**src/rtl/decode_pkg.sv**
```systemverilog
// ============================================================================
// Module      : decode_pkg
// Description : Shared widths, control-bundle bit map and encodings for the
//               decode stage, its controller and the immediate generator.
// Revision    : 1.0 - initial release
// ============================================================================
`default_nettype none

package decode_pkg;

    localparam int E_CON_W = 9;
    localparam int M_CON_W = 7;
    localparam int W_CON_W = 6;

    // e_con: [3:0] alu op, [4] alu src imm, [5] rs2 unused, [6] branch, [7] jump, [8] pc src
    localparam int MEM_READ_BIT   = W_CON_W - 1;
    localparam int RS2_UNUSED_BIT = 5;
    localparam int RD_LSB         = 0;
    localparam int ALU_SRC_BIT    = 4;
    localparam int BRANCH_BIT     = 6;
    localparam int JUMP_BIT       = 7;
    localparam int PC_SRC_BIT     = 8;

    localparam logic [6:0] OP_LUI    = 7'b0110111;
    localparam logic [6:0] OP_AUIPC  = 7'b0010111;
    localparam logic [6:0] OP_JAL    = 7'b1101111;
    localparam logic [6:0] OP_JALR   = 7'b1100111;
    localparam logic [6:0] OP_BRANCH = 7'b1100011;
    localparam logic [6:0] OP_LOAD   = 7'b0000011;
    localparam logic [6:0] OP_STORE  = 7'b0100011;
    localparam logic [6:0] OP_IMM    = 7'b0010011;
    localparam logic [6:0] OP_REG    = 7'b0110011;

    typedef enum logic [2:0] {
        IMM_I = 3'd0,
        IMM_S = 3'd1,
        IMM_B = 3'd2,
        IMM_U = 3'd3,
        IMM_J = 3'd4
    } imm_type_e;

    typedef enum logic [3:0] {
        ALU_ADD   = 4'd0,
        ALU_SUB   = 4'd1,
        ALU_SLL   = 4'd2,
        ALU_SLT   = 4'd3,
        ALU_SLTU  = 4'd4,
        ALU_XOR   = 4'd5,
        ALU_SRL   = 4'd6,
        ALU_SRA   = 4'd7,
        ALU_OR    = 4'd8,
        ALU_AND   = 4'd9,
        ALU_PASSB = 4'd10
    } alu_op_e;

    function automatic alu_op_e alu_from_f3(input logic [2:0] f3, input logic alt);
        case (f3)
            3'b000:  alu_from_f3 = alt ? ALU_SUB : ALU_ADD;
            3'b001:  alu_from_f3 = ALU_SLL;
            3'b010:  alu_from_f3 = ALU_SLT;
            3'b011:  alu_from_f3 = ALU_SLTU;
            3'b100:  alu_from_f3 = ALU_XOR;
            3'b101:  alu_from_f3 = alt ? ALU_SRA : ALU_SRL;
            3'b110:  alu_from_f3 = ALU_OR;
            default: alu_from_f3 = ALU_AND;
        endcase
    endfunction

endpackage

`default_nettype wire

```
**src/rtl/controller.sv**
```systemverilog
// ============================================================================
// Module      : controller
// Description : RV32I main decoder producing execute/memory/writeback bundles
//               and the immediate type.
// Revision    : 1.0 - initial release
// ============================================================================
`default_nettype none

module controller
    import decode_pkg::*;
(
    input  logic [6:0]         opcode,
    input  logic [2:0]         funct3,
    input  logic               funct7_b5,
    input  logic [4:0]         rd,
    output logic [E_CON_W-1:0] e_con,
    output logic [M_CON_W-1:0] m_con,
    output logic [W_CON_W-1:0] w_con,
    output imm_type_e          imm_sel
);

    // Stores and branches carry immediate bits in the rd field, so rd stays 0.
    always_comb begin
        e_con   = '0;
        m_con   = '0;
        w_con   = '0;
        imm_sel = IMM_I;
        case (opcode)
            OP_LUI: begin
                e_con[3:0]            = ALU_PASSB;
                e_con[ALU_SRC_BIT]    = 1'b1;
                e_con[RS2_UNUSED_BIT] = 1'b1;
                imm_sel               = IMM_U;
                w_con[RD_LSB +: 5]    = rd;
            end
            OP_AUIPC: begin
                e_con[ALU_SRC_BIT]    = 1'b1;
                e_con[RS2_UNUSED_BIT] = 1'b1;
                e_con[PC_SRC_BIT]     = 1'b1;
                imm_sel               = IMM_U;
                w_con[RD_LSB +: 5]    = rd;
            end
            OP_JAL: begin
                e_con[RS2_UNUSED_BIT] = 1'b1;
                e_con[JUMP_BIT]       = 1'b1;
                e_con[PC_SRC_BIT]     = 1'b1;
                imm_sel               = IMM_J;
                w_con[RD_LSB +: 5]    = rd;
            end
            OP_JALR: begin
                e_con[ALU_SRC_BIT]    = 1'b1;
                e_con[RS2_UNUSED_BIT] = 1'b1;
                e_con[JUMP_BIT]       = 1'b1;
                w_con[RD_LSB +: 5]    = rd;
            end
            OP_BRANCH: begin
                e_con[3:0]        = ALU_SUB;
                e_con[BRANCH_BIT] = 1'b1;
                m_con[4:2]        = funct3;
                imm_sel           = IMM_B;
            end
            OP_LOAD: begin
                e_con[ALU_SRC_BIT]    = 1'b1;
                e_con[RS2_UNUSED_BIT] = 1'b1;
                m_con[0]              = 1'b1;
                m_con[4:2]            = funct3;
                w_con[MEM_READ_BIT]   = 1'b1;
                w_con[RD_LSB +: 5]    = rd;
            end
            OP_STORE: begin
                e_con[ALU_SRC_BIT]    = 1'b1;
                e_con[RS2_UNUSED_BIT] = 1'b1;
                m_con[1]              = 1'b1;
                m_con[4:2]            = funct3;
                imm_sel               = IMM_S;
            end
            OP_IMM: begin
                e_con[3:0]            = alu_from_f3(funct3, (funct3 == 3'b101) & funct7_b5);
                e_con[ALU_SRC_BIT]    = 1'b1;
                e_con[RS2_UNUSED_BIT] = 1'b1;
                w_con[RD_LSB +: 5]    = rd;
            end
            OP_REG: begin
                e_con[3:0]         = alu_from_f3(funct3, funct7_b5);
                w_con[RD_LSB +: 5] = rd;
            end
            default: ;
        endcase
    end

endmodule

`default_nettype wire

```
**src/rtl/decode_stage_hs_load_use_ctr.sv**
```systemverilog
// ============================================================================
// Module      : load_use_ctr
// Description : Load-use hazard compare against the output slot plus the
//               bubble counter that stretches the stall.
// Revision    : 1.0 - initial release
// ============================================================================
`default_nettype none

module load_use_ctr
    import decode_pkg::*;
#(
    parameter int W_CON_W      = decode_pkg::W_CON_W,
    parameter int LOAD_BUBBLES = 1
) (
    input  logic               clk,
    input  logic               rst,
    input  logic               flush,
    input  logic               adv,
    input  logic               out_valid,
    input  logic [W_CON_W-1:0] w_con,
    input  logic [4:0]         rs1,
    input  logic [4:0]         rs2,
    input  logic               rs2_unused,
    output logic               stall
);

    localparam logic [1:0] C_BUB_LOAD = 2'(LOAD_BUBBLES - 1);

    logic       w_hazard;
    logic [4:0] w_ld_rd;
    logic [1:0] r_bub_cnt;

    assign w_ld_rd  = w_con[4:0];
    assign w_hazard = out_valid & w_con[W_CON_W-1] & (w_ld_rd != 5'd0) &
                      ((w_ld_rd == rs1) | (~rs2_unused & (w_ld_rd == rs2)));
    assign stall    = w_hazard | (r_bub_cnt != 2'd0);

    // Counter only moves when the output slot advances, so backpressure freezes it.
    always_ff @(posedge clk) begin
        if (rst || flush) begin
            r_bub_cnt <= 2'd0;
        end else if (adv && w_hazard) begin
            r_bub_cnt <= C_BUB_LOAD;
        end else if (adv && (r_bub_cnt != 2'd0)) begin
            r_bub_cnt <= r_bub_cnt - 2'd1;
        end
    end

endmodule

`default_nettype wire

```
**src/rtl/imm_gen.sv**
```systemverilog
// ============================================================================
// Module      : imm_gen
// Description : Sign-extended immediate extraction for I/S/B/U/J formats.
// Revision    : 1.0 - initial release
// ============================================================================
`default_nettype none

module imm_gen
    import decode_pkg::*;
#(
    parameter int XLEN = 32
) (
    input  logic [31:7]     inst,
    input  imm_type_e       imm_sel,
    output logic [XLEN-1:0] imm
);

    logic [31:0] w_imm32;

    always_comb begin
        w_imm32 = '0;
        case (imm_sel)
            IMM_I:   w_imm32 = {{20{inst[31]}}, inst[31:20]};
            IMM_S:   w_imm32 = {{20{inst[31]}}, inst[31:25], inst[11:7]};
            IMM_B:   w_imm32 = {{19{inst[31]}}, inst[31], inst[7], inst[30:25], inst[11:8], 1'b0};
            IMM_U:   w_imm32 = {inst[31:12], 12'h000};
            IMM_J:   w_imm32 = {{11{inst[31]}}, inst[31], inst[19:12], inst[20], inst[30:21], 1'b0};
            default: w_imm32 = '0;
        endcase
    end

    generate
        if (XLEN > 32) begin : g_sext
            assign imm = {{(XLEN-32){w_imm32[31]}}, w_imm32};
        end else begin : g_narrow
            assign imm = w_imm32[XLEN-1:0];
        end
    endgenerate

endmodule

`default_nettype wire

```
**src/rtl/decode_stage_hs.sv**
```systemverilog
// ============================================================================
// Module      : decode_stage_hs
// Description : Valid/ready decode stage with load-use bubble insertion and
//               flush. Define DECODE_WB_BYPASS_EN to forward the writeback
//               port into the captured operands.
// Revision    : 1.0 - initial release
// ============================================================================
`default_nettype none

module decode_stage_hs
    import decode_pkg::*;
#(
    parameter int XLEN         = 32,
    parameter int E_CON_W      = decode_pkg::E_CON_W,
    parameter int M_CON_W      = decode_pkg::M_CON_W,
    parameter int W_CON_W      = decode_pkg::W_CON_W,
    parameter int LOAD_BUBBLES = 1
) (
    input  logic               clk,
    input  logic               rst,
    input  logic               in_valid,
    output logic               in_ready,
    input  logic [31:0]        inst,
    input  logic [XLEN-1:0]    pc,
    input  logic               flush,
    output logic [4:0]         rs1,
    output logic [4:0]         rs2,
    input  logic [XLEN-1:0]    rs1_out,
    input  logic [XLEN-1:0]    rs2_out,
    input  logic               wb_en,
    input  logic [4:0]         wb_rd,
    input  logic [XLEN-1:0]    wb_data,
    output logic               out_valid,
    input  logic               out_ready,
    output logic [XLEN-1:0]    opr1,
    output logic [XLEN-1:0]    opr2,
    output logic [XLEN-1:0]    imm,
    output logic [XLEN-1:0]    pc_out,
    output logic [4:0]         de_rs1,
    output logic [4:0]         de_rs2,
    output logic [E_CON_W-1:0] e_con,
    output logic [M_CON_W-1:0] m_con,
    output logic [W_CON_W-1:0] w_con,
    output logic               stall
);

    logic [decode_pkg::E_CON_W-1:0] w_ctl_e;
    logic [decode_pkg::M_CON_W-1:0] w_ctl_m;
    logic [decode_pkg::W_CON_W-1:0] w_ctl_w;
    imm_type_e                      w_imm_sel;
    logic [E_CON_W-1:0]             w_e_con;
    logic [M_CON_W-1:0]             w_m_con;
    logic [W_CON_W-1:0]             w_w_con;
    logic [XLEN-1:0]                w_imm;
    logic [XLEN-1:0]                w_opr1;
    logic [XLEN-1:0]                w_opr2;
    logic                           w_adv;

    logic                           r_out_valid;
    logic [XLEN-1:0]                r_opr1;
    logic [XLEN-1:0]                r_opr2;
    logic [XLEN-1:0]                r_imm;
    logic [XLEN-1:0]                r_pc;
    logic [4:0]                     r_de_rs1;
    logic [4:0]                     r_de_rs2;
    logic [E_CON_W-1:0]             r_e_con;
    logic [M_CON_W-1:0]             r_m_con;
    logic [W_CON_W-1:0]             r_w_con;

    assign rs1 = inst[19:15];
    assign rs2 = inst[24:20];

    controller u_controller (
        .opcode    (inst[6:0]),
        .funct3    (inst[14:12]),
        .funct7_b5 (inst[30]),
        .rd        (inst[11:7]),
        .e_con     (w_ctl_e),
        .m_con     (w_ctl_m),
        .w_con     (w_ctl_w),
        .imm_sel   (w_imm_sel)
    );

    imm_gen #(.XLEN(XLEN)) u_imm_gen (
        .inst    (inst[31:7]),
        .imm_sel (w_imm_sel),
        .imm     (w_imm)
    );

    assign w_e_con = E_CON_W'(w_ctl_e);
    assign w_m_con = M_CON_W'(w_ctl_m);
    assign w_w_con = W_CON_W'(w_ctl_w);

`ifdef DECODE_WB_BYPASS_EN
    assign w_opr1 = (wb_en && (wb_rd == rs1) && (rs1 != 5'd0)) ? wb_data : rs1_out;
    assign w_opr2 = (wb_en && (wb_rd == rs2) && (rs2 != 5'd0)) ? wb_data : rs2_out;
`else
    logic w_unused_wb;
    assign w_unused_wb = ^{wb_en, wb_rd, wb_data};
    assign w_opr1      = rs1_out;
    assign w_opr2      = rs2_out;
`endif

    assign w_adv    = ~r_out_valid | out_ready;
    assign in_ready = w_adv & ~stall & ~flush;

    load_use_ctr #(
        .W_CON_W      (W_CON_W),
        .LOAD_BUBBLES (LOAD_BUBBLES)
    ) u_load_use_ctr (
        .clk        (clk),
        .rst        (rst),
        .flush      (flush),
        .adv        (w_adv),
        .out_valid  (r_out_valid),
        .w_con      (r_w_con),
        .rs1        (rs1),
        .rs2        (rs2),
        .rs2_unused (w_e_con[RS2_UNUSED_BIT]),
        .stall      (stall)
    );

    // Datapath fields capture on every advance; only valid and controls mark a bubble.
    always_ff @(posedge clk) begin
        if (rst) begin
            r_out_valid <= 1'b0;
            r_e_con     <= '0;
            r_m_con     <= '0;
            r_w_con     <= '0;
            r_opr1      <= '0;
            r_opr2      <= '0;
            r_imm       <= '0;
            r_pc        <= '0;
            r_de_rs1    <= '0;
            r_de_rs2    <= '0;
        end else if (flush) begin
            r_out_valid <= 1'b0;
            r_e_con     <= '0;
            r_m_con     <= '0;
            r_w_con     <= '0;
        end else if (w_adv) begin
            r_opr1   <= w_opr1;
            r_opr2   <= w_opr2;
            r_imm    <= w_imm;
            r_pc     <= pc;
            r_de_rs1 <= rs1;
            r_de_rs2 <= rs2;
            if (in_valid && in_ready) begin
                r_out_valid <= 1'b1;
                r_e_con     <= w_e_con;
                r_m_con     <= w_m_con;
                r_w_con     <= w_w_con;
            end else begin
                r_out_valid <= 1'b0;
                r_e_con     <= '0;
                r_m_con     <= '0;
                r_w_con     <= '0;
            end
        end
    end

    assign out_valid = r_out_valid;
    assign opr1      = r_opr1;
    assign opr2      = r_opr2;
    assign imm       = r_imm;
    assign pc_out    = r_pc;
    assign de_rs1    = r_de_rs1;
    assign de_rs2    = r_de_rs2;
    assign e_con     = r_e_con;
    assign m_con     = r_m_con;
    assign w_con     = r_w_con;

endmodule

`default_nettype wire

```
**config.mk**
```make
export PLATFORM = sky130hd
export DESIGN_NAME = decode_stage_hs
export DESIGN_NICKNAME = d
export VERILOG_FILES = /design/src/rtl/decode_pkg.sv /design/src/rtl/controller.sv /design/src/rtl/decode_stage_hs_load_use_ctr.sv /design/src/rtl/imm_gen.sv /design/src/rtl/decode_stage_hs.sv
export SDC_FILE = /design/constraint.sdc
export NUM_CORES = 1
export LEC_CHECK = 0
export BUFFER_PORTS_ARGS = -buffer_cell sky130_fd_sc_hd__clkbuf_2
export CORE_AREA = 2 2 132 134
export DETAILED_ROUTE_END_ITERATION = 8
export DIE_AREA = 0 0 134 136
export HOLD_SLACK_MARGIN = 0.03
export PLACE_DENSITY = 0.69
export SETUP_SLACK_MARGIN = 0.4
export SYNTH_ARGS = -nofsm -noshare
export SYNTH_HDL_FRONTEND = slang
export SYNTH_SLANG_ARGS = --single-unit
```
**constraint.sdc**
```tcl
create_clock -name clk -period 2.25 [get_ports clk]
set_input_delay 0.45 -clock clk [delete_from_list [all_inputs] [get_ports clk]]
set_output_delay 0.45 -clock clk [all_outputs]
set_load 0.005 [all_outputs]
```
## Word level (Yosys, flattened, before mapping)

Cells that the tools add are included.

| cells by class | value |
|---|---|
| equality and inequality tests | 21 |
| $add $sub $neg | 1 |
| reduce and logical (&&, ||, !) cells | 18 |
| bitwise operators | 14 |
| mux-type cells | 22 |

Operators by type and width:

| kind | number |
|---|---|
| case mux 32 bit (5 select lines) | 1 |
| case mux 4 bit (7 select lines) | 2 |
| == test 7 x 6 -> 1 bit (second input constant) | 3 |
| == test 7 bit (second input constant) | 3 |
| case mux 4 bit (4 select lines) | 1 |
| == test 7 x 5 -> 1 bit (second input constant) | 2 |
| OR reduction 7 bit | 2 |
| == test 3 x 2 -> 1 bit (second input constant) | 4 |
| == test 3 bit (second input constant) | 4 |
| two-way mux 1 bit | 12 |
| case mux 3 bit (4 select lines) | 1 |
| == test 5 bit | 2 |
| two-way mux 5 bit | 2 |
| OR reduction 2 bit | 5 |
| two-way mux 9 bit | 1 |
| bitwise AND 1 bit | 7 |
| == test 7 x 2 -> 1 bit (second input constant) | 1 |
| == test 3 x 1 -> 1 bit (second input constant) | 2 |
| zero test 3 bit | 2 |
| two-way mux 6 bit | 1 |
| OR reduction 6 bit | 1 |
| nonzero test 5 bit | 1 |
| NOT 1 bit | 4 |
| logical AND 1 bit | 3 |
| other kinds (7) | 9 |

| storage, ports and cells | value |
|---|---|
| output and inout bits | 173 |
| flip-flop bits (word level) | 163 |
| bits of input ports | 171 |
| logic and storage cells | 87 |

## Depth between registers and ports, before layout

Gate-level depths: netlist (run 1).

| depth | value |
|---|---|
| word-level depth | 13 |
| gate-level depth with buffers | 8 |
| mapped depth without buffers | 7 |

## By module

A second synthesis (run 1) with hierarchy kept.

| unflattened totals | value |
|---|---|
| cell total of the unflattened synthesis | 891 |
| area, all modules | 7576.0 sq um |

Modules (own cells, without submodules):

| module | instances | cells each | area an instance (sq um) | sequential area each (sq um) |
|---|---|---|---|---|
| decode_stage_hs | 1 | 695 | 6353.6 | 3223.1 |
| imm_gen | 1 | 94 | 540.5 | 0.0 |
| controller | 1 | 72 | 426.7 | 0.0 |
| load_use_ctr | 1 | 30 | 255.2 | 40.0 |

## Least setup slack after synthesis (run 1)

Ideal clock, no wire load.

| timing | value |
|---|---|
| path kind | input to output |
| start point | in inst[2] |
| end point | out in_ready |
| data required time | 1800 ps |
| stages | 5 |
| setup slack | 262 ps |
| arrival time | 1538 ps |
| path through | nand4bb_4 a211oi_1 nand4b_2 a21oi_1 nor3b_1 |

| on the way | value |
|---|---|
| word-level cells in the longest chain between the ends | 11 |
| elaborated cells between the ends (all ways) | 17 |
| classes of those cells | eq/ne (7); mux (1); bitwise (8); reduce/logical (1) |

RTL lines:

| element | RTL line | source |
|---|---|---|
| start, declared | decode_stage_hs.sv:23 | `input logic [31:0] inst,` |
| == test 7 x 6 -> 1 bit (tied with other cells) | controller.sv:28 | `case (opcode)` |
| OR reduction 7 bit (no line) * | -- |  |
| two-way mux 1 bit * | controller.sv:28 |  |
| NOT 1 bit * | decode_stage_hs_load_use_ctr.sv:35 | `((w_ld_rd == rs1) \| (~rs2_unused & (w_ld_rd == rs2)));` |
| bitwise AND 1 bit * | decode_stage_hs_load_use_ctr.sv:35 |  |
| OR 1 bit * | decode_stage_hs_load_use_ctr.sv:35 |  |
| bitwise AND 1 bit * | decode_stage_hs_load_use_ctr.sv:34 | `assign w_hazard = out_valid & w_con[W_CON_W-1] & (w_ld_rd != 5'd0) &` |
| OR 1 bit * | decode_stage_hs_load_use_ctr.sv:36 | `assign stall = w_hazard \| (r_bub_cnt != 2'd0);` |
| NOT 1 bit * | decode_stage_hs.sv:105 | `assign in_ready = w_adv & ~stall & ~flush;` |
| bitwise AND 1 bit * (2 in a row) | decode_stage_hs.sv:105 |  |
| end, declared | decode_stage_hs.sv:22 | `output logic in_ready,` |

Mark *: on every way between the ends. The rest lies on a longest branch, timed or not.

## Worst setup path after layout (run 1)

| timing | value |
|---|---|
| start point | reg r_w_con[4] (netlist: w_con[4]) |
| end point | out stall |

| on the way | value |
|---|---|
| word-level cells in the longest chain between the ends | 5 |
| elaborated cells between the ends (all ways) | 8 |
| classes of those cells | eq/ne (2); bitwise (5); reduce/logical (1) |

RTL lines:

| element | RTL line | source |
|---|---|---|
| start, declared | decode_stage_hs.sv:68 | `logic [W_CON_W-1:0] r_w_con;` |
| start signal, assigned | decode_stage_hs.sv:152 | `r_w_con <= w_w_con;` |
| == test 5 bit | decode_stage_hs_load_use_ctr.sv:35 |  |
| bitwise AND 1 bit | decode_stage_hs_load_use_ctr.sv:35 |  |
| OR 1 bit | decode_stage_hs_load_use_ctr.sv:35 |  |
| bitwise AND 1 bit * | decode_stage_hs_load_use_ctr.sv:34 |  |
| OR 1 bit * | decode_stage_hs_load_use_ctr.sv:36 |  |
| end, declared | decode_stage_hs.sv:44 | `output logic stall` |

Marks and branches as above.

==> results.py, run 1 <==
metrics = {
    "setup_path": {
        "cp-start-kind": "flip-flop",
        "crit_buf_inv": 1,
        "cp_max_fo": 5,
        "critPathKind": "reg -> out",
        "cp.arrival_ns": 1.84,
        "max_stage_delay_ns": 0.37,
        "cp_cell_sequence": "xor2_1 > nor3_1 > nand4b_4 > a21oi_4 > nand2b_1 > clkbuf_2",
        "worst_r2r_startpoint": "w_con[1]",
        "crit_required_ns": 1.80,
        "crit_slowest_cell": "dfxtp_2",
        "crit_path_end_kind": "output pin",
        "cp_top_family": "simple AND/OR/NAND/NOR gates",
        "crit_start": "w_con[4]",
    },
    "power": {
        "power_density_mw_per_mm2": 796,
        "comb_power_share_pct": 12.7,
        "switchingPower_mw": 1.83,
        "leakagePower_nw": 4.09,
        "netSwitchingFraction_pct": 26.2,
        "power.internal_mw": 5.18,
        "clockPowerShare_pct": 43.5,
        "peakVddDrop_mv": 0.470,
        "pwr-share-seq_pct": 43.8,
    },
    "status": {
        "violations": "negative setup slack",
        "outcome": "finished with violations",
    },
    "sta": {
        "layout_min_cycle_time_ns": 2.29,
        "max_freq_mhz": 436,
        "rsz0062_at_grt": "true",
        "finalClockSkew_ns": 0.00814,
        "layout_setup_ws_ns": -0.0436,
        "finalSetupViolCount": 2,
        "drv_slew": 0,
        "period_share_pct": 102,
        "setup_tns_ns": -0.0778,
        "finalHoldViolations": 0,
        "worst_pin_slew_ns": 0.651,
        "slew_headroom_pct": 56.6,
    },
    "drt": {
        "remaining_drc_errors": 0,
        "ant_nets": 0,
        "num_vias": 6318,
        "drt_iter0_drc": 355,
        "drt-pass1-iter-count": 5,
        "wire_per_inst_um": 14.9,
        "routed_wl_mm": 19.4,
        "via_per_inst": 4.85,
    },
    "clock_network": {
        "clock_path_buffers": 2,
        "clk_pin_slew_worst_paths_ns": 0.07,
        "cts_made_buffers": 17,
        "clock-root-buffer": "clkbuf_16",
        "cts_tree": "built",
        "clk_latency_ns": 0.42,
        "clock-sinks": 160,
        "htree_num_levels": 4,
    },
    "global_route": {
        "grt_overflow": 0,
        "grt_pass1_wl_mm": 29.3,
        "grt_pass1_vias": 5664,
        "antenna_found_initial": 1,
        "grt_use_total_pct": 20.4,
        "grt_max_degree": 139,
    },
    "logic_synthesis": {
        "yosys-top-cells-area": "dfxtp_1 51%, nand2_1 15%, a21oi_1 9.4%, a211oi_1 2.6%, nor3_1 2.2%",
        "synth_common_cells": "254 x nand2_1, 160 x dfxtp_1, 117 x a21oi_1",
        "ys_ff_latch": 160,
        "yosys_warnings": 0,
        "async_flop_share_pct": 0,
        "synth_edf_count": 0,
        "syn_inst": 775,
        "syn-cell-area_mm2": 0.00625,
        "syn_avg_cell_area_um2": 8.07,
        "synth_cell_types": 49,
        "yosys.area.top_type_share_pct": 51.2,
        "synth-main-ff-cell": "dfxtp_1",
        "synth_most_common_cell": "nand2_1",
        "synth.yosys.seq_area_share_pct": 51.2,
        "yosysTopAreaCell": "dfxtp_1",
    },
    "placement": {
        "place_congestion": 0.837,
        "dpl.hpwl_mm": 13.7,
        "place_area_mm2": 0.00801,
        "dpl.cell_count": 1262,
        "numPortBuffers": 303,
    },
    "floorplan": {
        "initial_core_util_pct": 37.1,
        "ios": 344,
        "dieArea_mm2": 0.0182,
        "core_mm2": 0.0169,
        "die_x_um": 134,
        "fp.dieH_um": 136,
        "num_rows": 48,
    },
    "worst_hold_path": {
        "hp-start": "pc[29]",
        "hold_path.class": "in -> reg",
    },
    "finish": {
        "syn2layout_area_growth_pct": 40.9,
        "finalInstanceArea_mm2": 0.00881,
        "layout-drive-gt1-share_pct": 37.7,
        "nNetsFinal": 1235,
        "nFillCells": 1608,
        "final_core_util_pct": 52.2,
        "stdcell_count": 1302,
    },
    "run": {
        "maxCapViolCount": 0,
    },
}
power by group through the flow:
stage	sequential (mW)	clock, mW	combinational [mW]
after floorplan	3.15	0	0.408
after global placement	3.13	0	0.851
after detailed placement	3.14	0	0.858
after CTS	3.07	3.12	0.887
after global routing	3.09	3.23	0.987
final	3.07	3.05	0.893
final cells by class:
class | instances | area, um^2 | area share, %
multi-input cells | 543 | 2770 | 31.5
diodes | 1 | 2.50 | 0.0284
repair buffers | 336 | 1900 | 21.6
inverters | 5 | 18.8 | 0.213
well taps | 225 | 282 | 3.19
clock inverters | 15 | 195 | 2.21
flip-flops and latches | 160 | 3210 | 36.5
clock buffers | 17 | 425 | 4.83
timing repair:
action                                  in CTS  in global routing
gates cloned                                 2                  0
gates resized for setup                      9                 15
pin swaps                                    4                  7
endpoints found under the setup margin       3                 21
setup buffers                                3                  2
hold buffers                                 0                  0
cell usage in the layout, fill, tap and decap left out, types with 4 or more instances in the layout:
master	Yosys	layout
a211oi_1	22	21
dfxtp_1	160	156
xor2_1	8	7
inv_1	5	5
clkbuf_2	0	301
nor3_1	27	26
a221oi_1	4	4
buf_12	0	7
inv_6	0	5
o21ai_1	0	5
and2_1	4	4
buf_4	14	23
o21ai_0	9	4
o21ai_2	11	11
a21oi_1	117	116
nand3_1	9	8
clkbuf_16	0	17
nor2_1	32	30
nand2_1	254	254
sequential cells by signal (all words and copies together) (netlist names):
name / cells
de_rs2: 5
imm: 32
opr1: 32
u_load_use_ctr.r_bub_cnt: 2
out_valid: 1
pc_out: 32
m_con: 5
e_con: 9
de_rs1: 5
w_con: 5
opr2: 32
worst reg2reg max path, cell delays in order, from the launching register on:
cell and delay, ns:
dfxtp_4 0.35, or4_4 0.54, o211ai_4 0.21, buf_4 0.15, and2_4 0.14, a31oi_4 0.04, buf_12 0.15, buf_12 0.13
o41ai_4 0.19
per-layer routing:
metal  vias to the layer above  global-route usage (%)  wire (um)
li1                       3167                       -          -
met1                      2864                    25.6       8390
met2                       261                    32.7       9060
met3                        26                    6.60       1600
met4                         0                    7.57        389
met5                         -                       0          0
stage by stage:
| stage | hold WS, ns | power [mW] | setup slack [ns] |
|---|---|---|---|
| after CTS | 0.225 | 7.08 | -0.0677 |
| final | 0.245 | 7.02 | -0.0436 |
| after global routing | 0.230 | 7.30 | -0.104 |
| after floorplan | 0.448 | 3.56 | 0.370 |
| after global placement | 0.436 | 3.98 | 0.142 |
| after detailed placement | 0.440 | 4.00 | 0.150 |
cell families (layout without fill, tap and decap cells):
| group | count (synthesis) | in the layout | share of synthesized area (%) |
|---|---|---|---|
| AO/OA/AOI/OAI | 176 | 176 | 16.9 |
| adder cells (fa/ha/maj) | 1 | 1 | 0.200 |
| buffers and inverters | 73 | 373 | 5.78 |
| multiplexers | 3 | 3 | 0.480 |
| AND/OR/NAND/NOR | 351 | 351 | 24.0 |
| XOR/XNOR | 10 | 10 | 1.40 |
| flip-flops | 160 | 160 | 51.2 |
| other | 1 | 3 | 0.0600 |
worst paths after layout:
check | endpoint | slack (ns) | cells after the start
setup / recovery | stall | -0.04 | 6
hold / removal | pc_out[29] | 0.25 | 3
setup reg to reg | m_con[0] | 0.26 | 8
hold reg to reg | m_con[2] | 0.45 | 2
No activity file was read; power rests on OpenSTA's default activity.
==> inputs of run 2 (changes only) <==
RECOVER_POWER = 100   (was not set)
==> run 2 against run 1 <==
Compared with the run above:
- the run still ends with negative setup slack left
- die area unchanged
- cell count unchanged
- critical path depth is the same
- register-to-register slack got worse by 0.09 ns
- sequential share of layout area up 0.70 points
- non-clock buffer count stayed put
- critical path type unchanged
- highest routed layer unchanged
==> results.py, run 2 (same netlist as run 1, synthesis figures left out) <==
metrics = {
    "setup_path": {
        "worstRegToRegCells": 6,
        "cp.arrival_ns": 1.85,
        "worst_r2r_startpoint": "out_valid",
        "crit_buf_inv": 1,
        "crit_slowest_cell": "dfxtp_2",
        "cp_max_fo": 5,
        "crit_start": "w_con[4]",
        "cp_top_family": "simple AND/OR/NAND/NOR gates",
        "crit_required_ns": 1.80,
        "r2r-end": "imm[0]",
        "crit_path_end_kind": "output pin",
        "max_stage_delay_ns": 0.37,
        "critPathKind": "reg -> out",
        "cp_cell_sequence": "xor2_1 > nor3_1 > nand4b_4 > a21oi_4 > nand2b_1 > clkbuf_2",
        "cp-start-kind": "flip-flop",
        "rrSetupSlack_ns": 0.17,
    },
    "clock_network": {
        "htree_num_levels": 4,
        "clock_path_buffers": 2,
        "clk_latency_ns": 0.42,
        "cts_hold_buf": 0,
        "clock-root-buffer": "clkbuf_16",
        "cts_made_buffers": 17,
        "clk_pin_slew_worst_paths_ns": 0.07,
        "clock-sinks": 160,
        "cts_tree": "built",
    },
    "power": {
        "switchingPower_mw": 1.83,
        "power.internal_mw": 5.15,
        "pwr-share-seq_pct": 44.0,
        "clockPowerShare_pct": 43.7,
        "leakagePower_nw": 3.74,
        "comb_power_share_pct": 12.3,
        "peakVddDrop_mv": 0.472,
        "power_density_mw_per_mm2": 807,
        "total_power_mw": 6.98,
        "netSwitchingFraction_pct": 26.3,
    },
    "floorplan": {
        "dieArea_mm2": 0.0182,
        "fp.dieH_um": 136,
        "ios": 344,
        "die_x_um": 134,
        "core_mm2": 0.0169,
        "num_rows": 48,
        "initial_core_util_pct": 37.1,
    },
    "sta": {
        "setup_tns_ns": -0.0802,
        "layout_min_cycle_time_ns": 2.30,
        "drv_slew": 0,
        "finalHoldViolations": 0,
        "worst_pin_slew_ns": 0.907,
        "whs_ns": 0.245,
        "slew_headroom_pct": 39.5,
        "layout_setup_ws_ns": -0.0471,
        "finalSetupViolCount": 2,
        "period_share_pct": 102,
        "max_freq_mhz": 435,
        "rsz0062_at_grt": "true",
        "finalClockSkew_ns": 0.00671,
    },
    "drt": {
        "num_vias": 6312,
        "remaining_drc_errors": 0,
        "drt-pass1-iter-count": 6,
        "wire_per_inst_um": 14.9,
        "via_per_inst": 4.85,
        "ant_nets": 0,
        "routed_wl_mm": 19.4,
        "drt_iter0_drc": 411,
    },
    "finish": {
        "nNetsFinal": 1235,
        "layout_common_cells": "254 x nand2_1, 198 x clkbuf_2, 156 x dfxtp_1",
        "syn2layout_area_growth_pct": 38.2,
        "nFillCells": 1665,
        "stdcell_count": 1302,
        "layout-drive-gt1-share_pct": 27.9,
        "final_core_util_pct": 51.2,
        "final_common_cell": "nand2_1",
        "finalInstanceArea_mm2": 0.00865,
    },
    "worst_hold_path": {
        "whs_endpoint": "pc_out[29]",
        "hold_path.class": "in -> reg",
        "hold_depth": 3,
        "hp-start": "pc[29]",
    },
    "global_route": {
        "grt_use_total_pct": 20.4,
        "grt_pass1_vias": 5664,
        "grt_overflow": 0,
        "grt_pass1_wl_mm": 29.3,
        "grt_max_degree": 139,
        "antenna_found_initial": 1,
    },
    "status": {
        "violations": "negative setup slack",
        "outcome": "finished with violations",
    },
    "run": {
        "maxCapViolCount": 0,
    },
    "placement": {
        "place_congestion": 0.837,
        "dpl.cell_count": 1262,
        "dpl.hpwl_mm": 13.7,
        "preCtsSetupSlack_ns": 0.150,
        "place_area_mm2": 0.00801,
        "numPortBuffers": 303,
    },
}
==> run 2: tightest hold or removal path, stage by stage <==
cell and delay (ns):
clkbuf_2 0.08, nand2_1 0.04, a21oi_1 0.05
==> run 2: metal layers <==
layer  part of all wire, %  track usage (%)  wire length, um  vias up
li1                      -                -                -     3162
met1                    43             25.6             8290     2867
met2                    47             32.7             9050      259
met3                   8.7             6.60             1690       24
met4                   2.1             7.57              407        0
met5                     0                0                0        -
==> run 2: cell type report <==
| cell class | instances | area [um^2] | area share (%) |
|---|---|---|---|
| Multi-Input combinational cell | 543 | 2770 | 32.1 |
| Sequential cell | 160 | 3210 | 37.2 |
| Tap cell | 225 | 282 | 3.26 |
| Clock inverter | 15 | 195 | 2.26 |
| Inverter | 5 | 18.8 | 0.217 |
| Clock buffer | 17 | 425 | 4.92 |
| Antenna cell | 1 | 2.50 | 0.0289 |
| Timing Repair Buffer | 336 | 1740 | 20.1 |
==> run 2: worst max-delay path by stage <==
stage                          end  cells past startpoint
after floorplan           in_ready                      5
after global placement       stall                      7
after detailed placement     stall                      7
after CTS                 in_ready                      5
after global routing         stall                      7
final                        stall                      6
==> run 2: power by group through the flow <==
stage               Combinational [mW]  Clock (mW)  Sequential (mW)
floorplan                        0.408           0             3.15
global placement                 0.851           0             3.13
detailed placement               0.858           0             3.14
CTS                              0.887        3.12             3.07
global route                     0.952        3.23             3.09
finish                           0.857        3.05             3.07
==> run 2: repair_timing <==
action                                  in CTS  in global routing
pin swaps                                    4                  7
cloned                                       2                  0
gates resized for setup                      9                 15
hold endpoints to repair                     0                  0
endpoints found under the setup margin       3                 21
setup buffers                                3                  2
